--- src/rtl/time_keeper_pkg.sv ---
// Shared constants and helpers for the 12-hour running clock core.
package time_keeper_pkg;

    localparam logic [3:0] MODE_TIME_SET = 4'b0000;
    localparam logic [6:0] SEC_MAX       = 7'd59;
    localparam logic [6:0] MIN_MAX       = 7'd59;
    localparam logic [6:0] HOUR_MAX      = 7'd11;

    // Out-of-range set values collapse to 0 (hour 12 is stored as 0).
    function automatic logic [6:0] clamp_zero(input logic [6:0] v, input logic [6:0] max);
        return (v > max) ? 7'd0 : v;
    endfunction

endpackage

--- src/rtl/time_keeper_tick_gen.sv ---
// Divide-by-(TICK_MAX+1) second divider; TICK flags the terminal count combinationally.
module tick_gen #(
    parameter int TICK_MAX = 999
) (
    input  logic CLK,
    input  logic RESET,
    input  logic CLEAR,
    output logic TICK
);

    localparam int CW = (TICK_MAX < 1) ? 1 : $clog2(TICK_MAX + 1);
    localparam logic [CW-1:0] TERM = CW'(TICK_MAX);

    logic [CW-1:0] count;

    assign TICK = !CLEAR && (count == TERM);

    always_ff @(posedge CLK or negedge RESET) begin
        if (!RESET)
            count <= '0;
        else if (CLEAR || TICK)
            count <= '0;
        else
            count <= count + 1'b1;
    end

endmodule

--- src/rtl/time_keeper.sv ---
// Running 12-hour clock: paused in set mode, loads the set values on exit, then counts seconds.
module time_keeper
    import time_keeper_pkg::*;
#(
    parameter int         TICK_MAX = 999,
    parameter logic [3:0] SET_MODE = MODE_TIME_SET
) (
    input  logic       CLK,
    input  logic       RESET,
    input  logic [3:0] MODE,
    input  logic       SET_MERIDIEM,
    input  logic [6:0] SET_HOUR,
    input  logic [6:0] SET_MIN,
    input  logic [6:0] SET_SEC,
    output logic       MERIDIEM,
    output logic [6:0] HOUR,
    output logic [6:0] MIN,
    output logic [6:0] SEC,
    output logic       TICK_1S,
    output logic       DAY_PULSE
);

    logic [3:0] mode_q;
    logic       in_set;
    logic       load;
    logic       tick;
    logic       day_end;

    assign in_set = (MODE == SET_MODE);
    assign load   = !in_set && (mode_q == SET_MODE);

    // Clearing on the load cycle makes the first tick land TICK_MAX+1 cycles later.
    tick_gen #(.TICK_MAX(TICK_MAX)) u_tick (
        .CLK   (CLK),
        .RESET (RESET),
        .CLEAR (in_set || load),
        .TICK  (tick)
    );

    assign day_end = MERIDIEM && (HOUR == HOUR_MAX) && (MIN == MIN_MAX) && (SEC == SEC_MAX);

    always_ff @(posedge CLK or negedge RESET) begin
        if (!RESET) begin
            mode_q    <= SET_MODE;
            MERIDIEM  <= 1'b0;
            HOUR      <= 7'd0;
            MIN       <= 7'd0;
            SEC       <= 7'd0;
            TICK_1S   <= 1'b0;
            DAY_PULSE <= 1'b0;
        end else begin
            mode_q    <= MODE;
            TICK_1S   <= tick;
            DAY_PULSE <= tick && day_end;
            if (load) begin
                MERIDIEM <= SET_MERIDIEM;
                HOUR     <= clamp_zero(SET_HOUR, HOUR_MAX);
                MIN      <= clamp_zero(SET_MIN, MIN_MAX);
                SEC      <= clamp_zero(SET_SEC, SEC_MAX);
            end else if (tick) begin
                if (SEC == SEC_MAX) begin
                    SEC <= 7'd0;
                    if (MIN == MIN_MAX) begin
                        MIN <= 7'd0;
                        if (HOUR == HOUR_MAX) begin
                            HOUR     <= 7'd0;
                            MERIDIEM <= ~MERIDIEM;
                        end else begin
                            HOUR <= HOUR + 7'd1;
                        end
                    end else begin
                        MIN <= MIN + 7'd1;
                    end
                end else begin
                    SEC <= SEC + 7'd1;
                end
            end
        end
    end

endmodule
--- config.mk ---
export PLATFORM = sky130hd
export DESIGN_NAME = time_keeper
export DESIGN_NICKNAME = d
export VERILOG_FILES = /design/src/rtl/time_keeper_pkg.sv /design/src/rtl/time_keeper_tick_gen.sv /design/src/rtl/time_keeper.sv
export SDC_FILE = /design/constraint.sdc
export NUM_CORES = 1
export LEC_CHECK = 0
export CORE_MARGIN = 2
export CORE_UTILIZATION = 50
export DETAILED_ROUTE_END_ITERATION = 10
export PLACE_DENSITY = 0.8
export SYNTH_ARGS = -nofsm -noshare
export SYNTH_HDL_FRONTEND = slang
export SYNTH_SLANG_ARGS = --single-unit
--- constraint.sdc ---
create_clock -name CLK -period 2.3 [get_ports CLK]
set_input_delay 0.345 -clock CLK [delete_from_list [all_inputs] [get_ports CLK]]
set_output_delay 0.345 -clock CLK [all_outputs]
set_load 0.05 [all_outputs]
Word level (Yosys, flattened, before mapping)
Index checks and enable logic that the tools add are counted.
Widths: inputs -> output; s select.

operators by class
  reductions and logical operators = 19
  order comparisons = 3
  bitwise logic cells = 1
  equal/unequal tests = 4
  mux-type cells = 21
  add/sub/neg operators = 4

operator list
  kind                   count
  $mux 7                 15
  $add 7x1->7 const B    3
  $eq 7x6->1 const B     2
  $gt 7x6->1 const B     2
  $add 10x1->10 const B  1
  $eq 10x10->1 const B   1
  $mux 10                1
  $logic_not 4->1        2
  $reduce_bool 2->1      4
  $eq 7x4->1 const B     1
  $gt 7x4->1 const B     1
  $logic_and 1x1->1      6
  $mux 1                 5
  $reduce_and 4->1       1
  $reduce_and 3->1       1
  $logic_not 1->1        2
  $logic_or 1x1->1       2
  $reduce_and 2->1       1
  $not 1->1              1

word-level totals
  bits of input ports = 28
  bits in registers = 38
  word-level logic and storage cells = 60

Longest topological paths before layout
  word-level depth = 8
  gate-level depth with buffers = 7
  gate-level depth less buffers = 6

By module
A second synthesis with hierarchy kept.

unflattened totals
  cell total of the unflattened synthesis = 222
  area total of the unflattened synthesis = 2145.8 um2

by module, submodules not included
  module       area each (um2)  instances  cells each
  time_keeper  1612.8           1          170
  tick_gen     533.0            1          52

Worst setup path before layout
OpenSTA, ideal clock, no wires.

  path kind = register to register
  start = reg SEC[5]
  end = reg HOUR[4]
  clock period less this slack = 2163 ps
  path slack = 137 ps
  stages on the path, launching flop included = 6
  arrival = 2032 ps
  buffers on the path = 0
  cells stage by stage = dfrtp_1 > nand4b_1 > nor3b_2 > nand3_4 > o211a_1 > or3_1

on the way
  longest elaborated chain between the ends = 3

RTL lines
  what                         line               RTL
  start: declaration           time_keeper.sv:18  output logic [6:0] SEC,
  start signal: assignment     time_keeper.sv:59  SEC <= clamp_zero(SET_SEC, SEC_MAX);
  start signal: assignment     time_keeper.sv:75  SEC <= SEC + 7'd1;
  $eq 7x6->1                   time_keeper.sv:61  if (SEC == SEC_MAX) begin
  $reduce_bool 2->1 (no line)  -
  $reduce_and 3->1 (no line)   -
  end signal: assignment       time_keeper.sv:57  HOUR <= clamp_zero(SET_HOUR, HOUR_MAX);
  end signal: assignment       time_keeper.sv:69  HOUR <= HOUR + 7'd1;
  end: declaration             time_keeper.sv:16  output logic [6:0] HOUR,

No other way between the ends.
A chain may end at the register's enable or synchronous reset.

Worst setup path after layout
  start = reg MIN[0]
  end = reg HOUR[4]

on the way
  longest elaborated chain between the ends = 3

RTL lines
  what                         line               RTL
  start: declaration           time_keeper.sv:17  output logic [6:0] MIN,
  start signal: assignment     time_keeper.sv:58  MIN <= clamp_zero(SET_MIN, MIN_MAX);
  start signal: assignment     time_keeper.sv:72  MIN <= MIN + 7'd1;
  $eq 7x6->1                   time_keeper.sv:63  if (MIN == MIN_MAX) begin
  $reduce_bool 2->1 (no line)  -
  $reduce_and 3->1 (no line)   -

No other way between the ends.

==> out/qor.yml <==
run_status:
  status: "finished, final reports clean"
logic_synthesis:
  yosys-top-cells-area: "dfrtp_1, nor2_1, nand3_1, and3_1, nor4_4"
  post-synth-top-count-cell: "dfrtp_1"
  synth_area_um2: 2180
  synth.distinct_cells: 53
  yosysTopAreaCellShare: 0.437
  synth-seq-area-share: 0.437
  netlist_top_cells_count: "dfrtp_1, nor2_1, nand3_1"
  syn_nets: 259
  ys.flop_type: "dfrtp_1"
  syn_area_per_cell_um2: 9.60
  syn-instance-count: 227
  ys_warn_count: 0
  ys_ff_latch: 38
  yosysTopAreaCell: "dfrtp_1"
  synth_edf_count: 0
  async_flop_share: 1.00
final_layout:
  fill_cells: 338
  stdcell_area_um2: 2980
  final_cells: 349
  area_growth_pct: 36.8
  fin_nets: 328
  diodes: 0
  final_layout_size_suffix_gt1_frac: 0.125
routing:
  drtAntennaViolNets: 0
  wirelength_um: 5270
  wire_per_inst_um: 15.1
  route.vias.total: 2076
  drt_first_pass_iters: 4
  drc: 0
  vias_per_cell: 5.95
  drtIter0Drc: 136
floorplan:
  core-area_um2: 4260
  initial_utilization: 0.511
  rows: 24
  io-pin-count: 52
  die-area_um2: 4900
  die_h_um: 70.0
  die_w_um: 70.0
setup_path:
  path_cells: "ha_1, nand4bb_1, nor2_2, nand3_4, o211a_1, or3_1"
  crit_buf_inv: 0
  cp_slowest_cell: "dfrtp_1"
  crit_type: "flip-flop to flip-flop"
  worst_setup_path_start_kind: "flip-flop"
  slowest_delay_ns: 0.43
  path_delay_family: "simple AND/OR/NAND/NOR gates"
  worstPathArrival_ns: 2.22
  end_kind: "flip-flop"
  required_ns: 2.48
  worstPathMaxFanout: 10
timing:
  finalCritPeriodShare: 0.886
  tns_ns: 0
  slew_headroom: 0.432
  slew_violations: 0
  grt_setup_unrepaired: "no"
  hold_violations: 0
  setup_violations: 0
  max_freq_mhz: 491
  setup_ws_ns: 0.263
  fin_crit_ns: 2.04
  fin_skew_ns: 0.00602
  max_slew.worst_pin.slew_ns: 0.851
  worst_hold_slack_ns: 0.156
global_routing:
  overflow: 0
  grt_pass1_vias: 1959
  grt_pass1_wl_um: 9050
  antenna_found_initial: 0
  track_usage: 0.227
  grt_start_max_net_pins: 39
clocking:
  cts_buffers: 5
  root_buffer: "clkbuf_8"
  cts_tree: "done"
  htreeDepth: 2
  cts_resized: 0
  hold_buffers: 0
  insertion_delay_ns: 0.30
  cts.reportedPaths.clkPinSlew_ns: 0.08
  clock-sinks: 38
  max-clock-path-buffers: 2
  cts_setup_buffers: 0
placed_design:
  io_buffers: 51
  dpl_cell_area_um2: 2840
  dp_slack_ns: 0.0554
  gp_congestion: 0.866
  placed_cells: 341
  dpl.hpwl_um: 3820
pwr:
  vdd_ir_drop_max_mv: 0.569
  power.net_switching_mw: 1.00
  p_per_area_nw_per_um2: 879
  leakagePower_nw: 1.25
  pwr-share-clk: 0.263
  p_seq_frac: 0.365
  p_int_mw: 1.62
  p_sw_frac: 0.383
  pwr-share-comb: 0.372
flow_run:
  cap_violations: 0
worst_hold_path:
  min_path_type: "primary input to async pin"
-- state kept, by name (all words and copies together) (netlist names) --
signal        cells
MERIDIEM          1
mode_q            4
HOUR              7
u_tick.count     10
SEC               7
MIN               7
TICK_1S           1
DAY_PULSE         1
-- layer usage --
metal	vias to the layer above	track usage	wire, µm
li1	992	-	-
met1	1008	0.312	2390
met2	69	0.361	2520
met3	7	0.0491	305
met4	0	0.0705	61
met5	-	0	0
-- worst paths after layout --
check                                               start                        end  slack (ns)  depth (start not counted)
worst max-delay path                   MIN[0]$_DFFE_PN0P_        HOUR[4]$_DFFE_PN0P_        0.26                          6
worst min-delay path                                RESET         SEC[5]$_DFFE_PN0P_        0.16                          1
worst max register to register         MIN[0]$_DFFE_PN0P_        HOUR[4]$_DFFE_PN0P_        0.26                          6
worst min register to register  u_tick.count[0]$_DFF_PN0_  u_tick.count[0]$_DFF_PN0_        0.49                          1
max in group asynchronous                           RESET         SEC[1]$_DFFE_PN0P_        1.61                          1
min in group CLK                u_tick.count[0]$_DFF_PN0_  u_tick.count[0]$_DFF_PN0_        0.49                          1
-- power groups by stage --
stage                     sequential [mW]  combinational (mW)  clock, mW
after floorplan                      1.25               0.336          0
after global placement              0.962               0.959          0
after detailed placement            0.966               0.978          0
after CTS                           0.955               0.982      0.699
after global routing                0.986                1.05      0.725
final                               0.956               0.975      0.689
-- logic make-up after synthesis --
group           Yosys count  share of synthesized area
xor+xnor                  8                     0.0322
buf+inv                  14                     0.0258
fa+ha+maj                 4                     0.0230
mux                       1                    0.00460
flops                    38                      0.437
compound gates           58                      0.183
simple gates            104                      0.295
-- per-stage QoR --
step / total power, mW / utilization
after floorplan: 1.59 / -
final: 2.62 / 0.699
after global routing: 2.76 / 0.699
after detailed placement: 1.94 / 0.667
after CTS: 2.64 / 0.699
after global placement: 1.92 / 0.667
-- cell type report --
class,count,area [µm²],area share
well taps,52,65.1,0.0218
inverters,10,37.5,0.0126
repair buffers,66,618,0.207
clock buffers,5,68.8,0.0231
clock inverters,3,68.8,0.0231
multi-input cells,175,1170,0.393
flip-flops and latches,38,951,0.319
-- cells in the final DEF (no fill, tap or decap), types with 2 or more instances in the layout --
cell,synthesis,routed
a21oi_1,5,5
a221oi_1,3,3
a22oi_1,5,5
a31oi_1,4,4
a32oi_1,5,5
and2_1,3,3
and3_1,11,11
buf_4,0,15
bufinv_16,0,2
clkbuf_8,0,5
clkdlybuf4s50_1,0,50
dfrtp_1,38,38
ha_1,4,4
inv_1,10,10
nand2_1,13,13
nand3_1,14,14
nand4b_1,3,3
nor2_1,27,27
nor2_2,2,2
nor2b_1,3,3
nor3_1,3,3
nor3_4,2,2
nor4_1,3,3
nor4_4,3,3
o211ai_1,3,3
o21a_1,2,2
o21ai_0,11,11
o21ai_1,7,7
o2bb2ai_1,3,3
or4_1,5,5
xnor2_1,5,5
xor2_1,3,3
(Power assumes the default switching activity.)
